--- src/rtl/norm_sum_pkg.sv ---
// Shared defaults, FSM state encoding and derived constants for the
// normalized-sum receiver.
package norm_sum_pkg;

  localparam int COL_DEF     = 8;
  localparam int BW_PSUM_DEF = 20;
  localparam int BW_SUM_DEF  = 24;
  localparam int FRAC_DEF    = 8;
  localparam int DIV_CYC     = BW_PSUM_DEF + FRAC_DEF;

  typedef enum logic [1:0] {
    IDLE      = 2'd0,
    WAIT_PEER = 2'd1,
    DIV       = 2'd2,
    DONE      = 2'd3
  } state_t;

endpackage

--- src/rtl/serial_divider.sv ---
// Unsigned restoring divider, one quotient bit per clock. The start cycle
// already produces the first bit, and done is raised in the cycle that
// produces the last bit, so consecutive divisions run back to back.
module serial_divider #(
  parameter int N_W   = 28,
  parameter int D_W   = 25,
  parameter int SAT_W = 19
) (
  input  logic             clk,
  input  logic             reset,
  input  logic             start,
  input  logic [N_W-1:0]   dividend,
  input  logic [D_W-1:0]   divisor,
  output logic             done,
  output logic [SAT_W-1:0] quotient,
  output logic             sat
);

  localparam int CNT_W = $clog2(N_W);
  localparam logic [CNT_W-1:0] LAST = CNT_W'(N_W - 1);

  logic             run;
  logic [D_W-1:0]   rem;
  logic [N_W-1:0]   sh;
  logic [CNT_W-1:0] cnt;

  logic             active;
  logic [D_W-1:0]   rem_cur;
  logic [N_W-1:0]   sh_cur;
  logic [CNT_W-1:0] cnt_cur;
  logic [D_W:0]     trial;
  logic [D_W:0]     diff;
  logic             ge;
  logic [D_W-1:0]   rem_nx;
  logic [N_W-1:0]   sh_nx;

  // sh starts as the dividend and fills with quotient bits from the right.
  always_comb begin
    active   = start | run;
    rem_cur  = start ? '0 : rem;
    sh_cur   = start ? dividend : sh;
    cnt_cur  = start ? '0 : cnt;
    trial    = {rem_cur, sh_cur[N_W-1]};
    diff     = trial - {1'b0, divisor};
    ge       = (trial >= {1'b0, divisor});
    rem_nx   = ge ? diff[D_W-1:0] : trial[D_W-1:0];
    sh_nx    = {sh_cur[N_W-2:0], ge};
    done     = active && (cnt_cur == LAST);
    quotient = sh_nx[SAT_W-1:0];
    sat      = |sh_nx[N_W-1:SAT_W];
  end

  always_ff @(posedge clk or posedge reset) begin
    if (reset) begin
      run <= 1'b0;
      rem <= '0;
      sh  <= '0;
      cnt <= '0;
    end else if (active) begin
      rem <= rem_nx;
      sh  <= sh_nx;
      cnt <= cnt_cur + 1'b1;
      run <= ~done;
    end
  end

endmodule

--- src/rtl/norm_sum_rx.sv ---
// Receives the peer core's |psum| sum from a FIFO, forms the global total and
// normalizes each local psum lane to (psum << frac) / total with sign restore.
module norm_sum_rx
  import norm_sum_pkg::*;
#(
  parameter int col     = COL_DEF,
  parameter int bw_psum = BW_PSUM_DEF,
  parameter int bw_sum  = BW_SUM_DEF,
  parameter int frac    = FRAC_DEF
) (
  input  logic                   clk,
  input  logic                   reset,
  input  logic                   local_valid,
  input  logic [bw_sum-1:0]      local_sum,
  input  logic [col*bw_psum-1:0] psum_in,
  input  logic                   fifo_empty,
  input  logic [bw_sum-1:0]      fifo_data,
  output logic                   fifo_rd,
  output logic                   busy,
  output logic                   out_valid,
  output logic [col*bw_psum-1:0] out,
  output logic [bw_sum:0]        total_sum
);

  localparam int DW = bw_psum + frac;
  localparam int LW = (col > 1) ? $clog2(col) : 1;
  localparam logic [LW-1:0] LAST_LANE = LW'(col - 1);
  localparam logic signed [bw_psum-1:0] MAX_MAG = {1'b0, {(bw_psum-1){1'b1}}};

  state_t                 state, state_nx;
  logic [bw_sum-1:0]      local_q;
  logic [col*bw_psum-1:0] psum_q;
  logic [col*bw_psum-1:0] res_q;
  logic [bw_sum:0]        total_q;
  logic [LW-1:0]          lane_idx;
  logic                   start_q;

  logic                   div_done;
  logic                   div_sat;
  logic [bw_psum-2:0]     div_q;
  logic [DW-1:0]          dividend;

  logic signed [bw_psum-1:0] lane_cur;
  logic signed [bw_psum-1:0] lane_res;
  logic [col*bw_psum-1:0]    res_nx;
  logic                      last_lane;

  // Magnitude of a lane; the most negative value maps to 2^(bw_psum-1),
  // which still fits the unsigned result.
  function automatic logic [bw_psum-1:0] abs_lane(input logic signed [bw_psum-1:0] v);
    logic [bw_psum-1:0] m;
    m = v[bw_psum-1] ? -v : v;
    return m;
  endfunction

  function automatic logic signed [bw_psum-1:0] sat_lane(
    input logic [bw_psum-2:0] q_lo,
    input logic               ovf,
    input logic               neg,
    input logic               zero
  );
    logic signed [bw_psum-1:0] mag;
    if (zero) return '0;
    mag = ovf ? MAX_MAG : $signed({1'b0, q_lo});
    return neg ? -mag : mag;
  endfunction

  always_comb begin
    lane_cur = '0;
    for (int i = 0; i < col; i++) begin
      if (lane_idx == LW'(i)) lane_cur = $signed(psum_q[i*bw_psum +: bw_psum]);
    end
    dividend  = {abs_lane(lane_cur), {frac{1'b0}}};
    lane_res  = sat_lane(div_q, div_sat, lane_cur[bw_psum-1], total_q == '0);
    last_lane = (lane_idx == LAST_LANE);
    res_nx    = res_q;
    for (int i = 0; i < col; i++) begin
      if (lane_idx == LW'(i)) res_nx[i*bw_psum +: bw_psum] = lane_res;
    end
  end

  serial_divider #(
    .N_W   (DW),
    .D_W   (bw_sum + 1),
    .SAT_W (bw_psum - 1)
  ) u_div (
    .clk      (clk),
    .reset    (reset),
    .start    (start_q),
    .dividend (dividend),
    .divisor  (total_q),
    .done     (div_done),
    .quotient (div_q),
    .sat      (div_sat)
  );

  always_comb begin
    state_nx  = state;
    fifo_rd   = 1'b0;
    busy      = (state != IDLE);
    out_valid = (state == DONE);
    case (state)
      IDLE:      if (local_valid) state_nx = WAIT_PEER;
      WAIT_PEER: begin
        if (!fifo_empty) begin
          fifo_rd  = 1'b1;
          state_nx = DIV;
        end
      end
      DIV:       if (div_done && last_lane) state_nx = DONE;
      DONE:      state_nx = IDLE;
      default:   state_nx = IDLE;
    endcase
  end

  always_ff @(posedge clk or posedge reset) begin
    if (reset) state <= IDLE;
    else       state <= state_nx;
  end

  // Lane sequencing: a new divider start follows every lane completion
  // until the last lane, whose result goes straight to the output register.
  always_ff @(posedge clk or posedge reset) begin
    if (reset) begin
      local_q   <= '0;
      psum_q    <= '0;
      res_q     <= '0;
      total_q   <= '0;
      lane_idx  <= '0;
      start_q   <= 1'b0;
      out       <= '0;
      total_sum <= '0;
    end else begin
      start_q <= 1'b0;
      case (state)
        IDLE: begin
          if (local_valid) begin
            local_q <= local_sum;
            psum_q  <= psum_in;
          end
        end
        WAIT_PEER: begin
          if (fifo_rd) begin
            total_q  <= {1'b0, local_q} + {1'b0, fifo_data};
            lane_idx <= '0;
            start_q  <= 1'b1;
          end
        end
        DIV: begin
          if (div_done) begin
            res_q <= res_nx;
            if (last_lane) begin
              out       <= res_nx;
              total_sum <= total_q;
            end else begin
              lane_idx <= lane_idx + 1'b1;
              start_q  <= 1'b1;
            end
          end
        end
        default: ;
      endcase
    end
  end

endmodule

--- config.mk ---
export PLATFORM = sky130hd
export DESIGN_NAME = norm_sum_rx
export DESIGN_NICKNAME = d
export VERILOG_FILES = /design/src/rtl/norm_sum_pkg.sv /design/src/rtl/serial_divider.sv /design/src/rtl/norm_sum_rx.sv
export SDC_FILE = /design/constraint.sdc
export NUM_CORES = 2
export LEC_CHECK = 0
export ABC_AREA = 1
export BUFFER_PORTS_ARGS = -buffer_cell sky130_fd_sc_hd__buf_4
export CAP_MARGIN = 20
export CORE_MARGIN = 2
export CORE_UTILIZATION = 50
export DETAILED_ROUTE_END_ITERATION = 16
export PLACE_DENSITY = 0.78
export SETUP_SLACK_MARGIN = 0.02
export SLEW_MARGIN = 20
export SYNTH_ARGS = -nofsm -noshare
export SYNTH_HDL_FRONTEND = slang
export SYNTH_SLANG_ARGS = --single-unit
--- constraint.sdc ---
create_clock -name clk -period 19.2 [get_ports clk]
set_clock_uncertainty 0.1 [all_clocks]
set_input_delay 2.88 -clock clk [delete_from_list [all_inputs] [get_ports clk]]
set_output_delay 2.88 -clock clk [all_outputs]
set_load 0.02 [all_outputs]
After elaboration in Yosys (flattened, before gate mapping)
Cells that the tools add are included. W data, S select, Z words.

Flip-flop bits (word level): 619. Logic and storage cells: 93.

Multiplexer cells: 40. Add/sub/neg operators: 6. Bitwise operators: 2. Reductions and logical operators: 14. Eq/ne operators: 17. Order comparisons: 1.

Operator list (count): $mux W20 (20); $mux W25 (2); $mux W28 (1); $ge A26 B25 Y1 (1); $add A24 B24 Y25 (1); $logic_not A25 Y1 (1); $sub A25 B25 Y25 (1); $neg A19 Y20 (1); $neg A20 Y20 (1); $mux W19 (1); $eq A3 B3 Y1 const B (4); $ne A2 B2 Y1 const B (6); $mux W3 (3); $reduce_or A9 Y1 (1); $pmux W2 S4 (1); $eq A3 B2 Y1 const B (2); $mux W1 (6); $mux W2 (3); $pmux W3 S2 (1); $reduce_and A2 Y1 (3); $reduce_and A3 Y1 (2); $add A5 B1 Y5 const B (1); $eq A5 B5 Y1 const B (1); $mux W5 (1); other kinds (12) (15).

Logic depth before layout (Yosys ltp)
Word-level depth: 18. Depth in mapped cells: 48. Gate-level depth less buffers: 47.

Hierarchy
A second synthesis with hierarchy kept.

Cell total of the unflattened synthesis: 3953. Area total of the unflattened synthesis: 31521.5 µm².

By module, submodules not included: norm_sum_rx (sequential area each 13513.0 µm², instances 1, cells an instance 3186, area an instance 26507.9 µm²); serial_divider (sequential area each 1476.4 µm², instances 1, cells an instance 767, area an instance 5013.6 µm²).

Least setup slack after synthesis
No wires, ideal clock.

Path kind: input port to output port. Start point: input fifo_empty. End point: output fifo_rd. Stages: 2. Buffers on the path: 1. Slack: 12.634 ns. Data required time: 16.220 ns. Arrival time: 3.586 ns. Path through: nor2_1 -> clkbuf_1.

Cells in the longest elaborated chain, start to end: 2.

Ends and longest elaborated chain: start: declaration (line norm_sum_rx.sv:16) `input logic fifo_empty,`; $mux W1 (line norm_sum_rx.sv:105) `if (!fifo_empty) begin`; $mux W1 (line norm_sum_rx.sv:102) `case (state)`; end: declaration (line norm_sum_rx.sv:18) `output logic fifo_rd,`.

No other way between the ends.

Worst setup path in the final report
Start point: register lane_idx[1]. End point: register out[64].

Cells in the longest elaborated chain, start to end: 18. Elaborated cells between the ends (all ways): 27. Those cells by class: add/sub (2); order compare (1); eq/ne (7); mux (14); reduce/logical (3).

Ends and longest elaborated chain: start: declaration (line norm_sum_rx.sv:35) `logic [LW-1:0] lane_idx;`; start signal: assignment (line norm_sum_rx.sv:156) `lane_idx <= lane_idx + 1'b1;`; $logic_not A3 Y1 (line norm_sum_rx.sv:71) `if (lane_idx == LW'(i)) lane_cur = $signed(psum_q[i*bw_psum +: bw_psum]);`; $mux W20 (8 in series) (line norm_sum_rx.sv:71); $neg A20 Y20 (line norm_sum_rx.sv:52) `m = v[bw_psum-1] ? -v : v;`; $mux W20 (line norm_sum_rx.sv:52); $mux W28 (line serial_divider.sv:41) `sh_cur = start ? dividend : sh;`; $ge A26 B25 Y1 / $reduce_or A9 Y1 (equally long branches) (line serial_divider.sv:45, serial_divider.sv:50); $mux W19 (line norm_sum_rx.sv:64) `mag = ovf ? MAX_MAG : $signed({1'b0, q_lo});`; $neg A19 Y20 (line norm_sum_rx.sv:65) `return neg ? -mag : mag;`; $mux W20 (line norm_sum_rx.sv:65); $mux W20 (line norm_sum_rx.sv:64); $mux W20 (line norm_sum_rx.sv:78) `if (lane_idx == LW'(i)) res_nx[i*bw_psum +: bw_psum] = lane_res;`; end signal: assignment (line norm_sum_rx.sv:153) `out <= res_nx;`; end: declaration (line norm_sum_rx.sv:21) `output logic [col*bw_psum-1:0] out,`.

Several ways; a longest one is shown, not always the timed one. A chain may end at the register's enable or synchronous reset.

==> metrics.md <==
| Metric | Value |
|---|---|
| Clock Sinks | about 600 |
| Core area | approximately 60000 um2 |
| Vias per cell | 5.374 |
| Synth unique cells | 51 |
| Post-CTS Hold Fix Bufs | 0 |
| R2R depth | 43 |
| CTS tree | built |
| Clock-pin slew on the worst setup and hold paths | 0.06 ns |
| Critical path endpoint category | register |
| Vert. Die Dim | 247.9 um |
| Slowest CP cell | nand2_1 |
| Die ar. | roughly 61000 um2 |
| Standard-cell row count | between 80 and 90 |
| Area leader, netlist | dfrtp_1 |
| CP max stage delay | slightly above 0.7 ns |
| Status | finished clean |
| 1st-iter DRT viols | around 2000 |
| EDFF count, synth | 0 |
| Relative slew slack | between 20% and 30% |
| # DRC | 0 |
| Worst Tran Pin Value | between 1 and 1.5 ns |
| Most common cell on crit path | nand2_1 |
| Minimum clock period | about 8.0 ns |
| Hold WC Path Type | reg -> reg |
| Final hold viol count | 0 |
| Final slew viol count | 0 |
| Arrival @ worst endpoint | around 8.4 ns |
| Initial Util | between 50% and 60% |
| H-Tree Depth | 3 |
| Commonest non-fill, non-tap cells in the layout | nand2_1 (1051), dfrtp_1 (599), buf_4 (429) |
| Io pins | 400 |
| Post-synth top area share | between 50% and 60% |
| Synth Net Count | between 3000 and 4000 |
| Power density cells | 158.1 nW/um2 |
| Layout cells sized above 1 | 21.91% |
| ANT cells | 0 |
| I/O Buffers | between 300 and 400 |
| Area Growth Syn to Fin | 19.02% |
| Fmax | 125.4 MHz |
| Yosys reg bits | about 600 |
| Clk_lat worst skew | 0.60 ns |
| Initial antenna violation count | 0 |
| ANT nets after route | 0 |
| Gp weighted congestion | roughly 0.87 |
| Die Wd | 247.9 um |
| # resized after CTS | 0 |
| Register-to-register setup slack | ~11 ns |
| Num CTS Buffers | between 60 and 70 |
| Final Power | ~0.0056 W |
| Setup tns final | 0 ns |
| Dominant cells by area after synthesis | dfrtp_1 (50%), nand2_1 (13%), mux2_2 (6.2%) |
| Synthesized cell area | 29750 um2 |
| RSZ-0062 raised after global routing | no |
| Root Driver | clkbuf_16 |
| Grt ovf | 0 |
| Initial DRT Pass Iterations | 6 |
| Post CTS Setup Buffer Count | 0 |
| Hold path depth | 2 |
| Largest net degree at the start of global routing | roughly 180 |
| Gate Count Post-Synth | 3503 |
| Sequential area share after synthesis | roughly half |
| Synth warn | 0 |
| Detailed Route WL | about 80 mm |
| Routed vias | around 25000 |
| Commonest non-fill, non-tap cell in the layout | nand2_1 |
| Top FF cell, synth | dfrtp_1 |
| Max Cap Viol | 0 |
| DP Wirelength | between 50 and 60 mm |
| Layout net count | approximately 4100 |
| WL/cell | 17.34 um |
| FF-to-FF Start | lane_idx[1]$_DFFE_PP0P_ |
| Hold Path End | res_q[113]$_DFFE_PP0P_ |
| Reg-to-Reg End | out[64]$_DFFE_PP0P_ |
| Final setup viols | 0 |
| First-pass GRT wire length | around 130 mm |
| Placed cells | 4515 |
| GRT Total Usage | about a quarter |
| Vias in the first global route | about 24000 |
| Leak | 18.04 nW |
| Layout Cells excl Fill | between 4000 and 5000 |
| Async S/R FF share, synth | 100.0% |
| Final period utilization | between 40 and 50% |
| Synthesized area per cell | around 8.5 um2 |
| Nature of the critical path startpoint | register |
| Max VDD drop | slightly below 0.1 mV |
| Crit Path Class | reg -> reg |
| Hold path startpoint | res_q[113]$_DFFE_PP0P_ |
| Crit path max fanout | 41 |
| Critical Path RT | 19.60 ns |
| Clock buffer depth | 3 |
[routing by layer]
metal / wire (um) / track usage, %
met5: 0 / 0
met4: 3062 / 11.13
met3: 5286 / 4.336
met2: 36160 / 39.82
met1: 35770 / 37.40
[worst max-delay path, delay by kind of cell, from the launching register on]
family	cells	cell delay [ns]
buffers and inverters	8	1.62
and+or+nand+nor	27	3.60
AOI/OAI and AO/OA	4	0.70
adders and majority gates	4	1.44
DFF	1	0.41
[worst max path at each step]
stage	startpoint	end	slack, ns	depth (start not counted)
final	lane_idx[1]$_DFFE_PP0P_	out[64]$_DFFE_PP0P_	11.23	43
after global routing	lane_idx[1]$_DFFE_PP0P_	out[64]$_DFFE_PP0P_	10.28	43
after CTS	lane_idx[1]$_DFFE_PP0P_	res_q[92]$_DFFE_PP0P_	11.18	43
after detailed placement	lane_idx[1]$_DFFE_PP0P_	res_q[44]$_DFFE_PP0P_	11.22	43
after global placement	lane_idx[1]$_DFFE_PP0P_	res_q[92]$_DFFE_PP0P_	11.51	43
after floorplan	reset	lane_idx[0]$_DFFE_PP0P_	8.05	1
[cell type report]
class	count	area [um2]
repair buffers	433	3308
clock buffers	94	1963
flip-flops and latches	599	14990
fillers	5092	23500
clock inverters	18	182.7
inverters	234	897.1
multi-input cells	2478	13100
well taps	773	967.2
[synthesized netlist by cell type, drive strengths merged, types with 16 or more instances]
master	instances
inv	233
o211ai	33
nor2	205
mux2	165
o21ai	341
a21oi	84
clkbuf	129
xnor2	25
nand4	22
buf	63
nand2	1070
a31oi	16
nand3	293
ha	63
or2	92
dfrtp	599
[report_power, final]
part / internal, W / total (W) / switching (W)
sequential: 0.00157 / 0.00173 / 0.000154
clock: 0.000751 / 0.00126 / 0.000511
combinational: 0.000920 / 0.00261 / 0.00169
total: 0.00325 / 0.00560 / 0.00235
[state kept, by name, summed over array words and instances (netlist names), 5 cells and up]
signal,cells
u_div.sh,28
psum_q,160
out,160
res_q,140
total_q,25
local_q,24
total_sum,25
u_div.cnt,5
u_div.rem,25
[kinds of logic after synthesis]
logic type               count (synthesis)  synth area share [%]
AO/OA/AOI/OAI                          507                 9.193
adder cells (fa/ha/maj)                 65                 2.784
AND/OR/NAND/NOR                       1702                 24.54
flip-flops                             599                 50.38
buffers and inverters                  426                 5.703
multiplexers                           165                 6.245
XOR/XNOR                                39                 1.148
[stage by stage]
step / utilization, % / setup slack (ns) / hold slack (ns) / instance area (um2)
global placement: 56.39 / 11.51 / 0.3532 / 33220
detailed placement: 56.39 / 11.22 / 0.3599 / 33220
CTS: 60.03 / 11.18 / 0.3738 / 35360
global route: 60.11 / 10.28 / 0.3820 / 35410
floorplan: - / 8.051 / 0.3417 / 29750
finish: 60.11 / 11.23 / 0.3700 / 35410
Note: power is estimated with default switching activity, not from simulation.
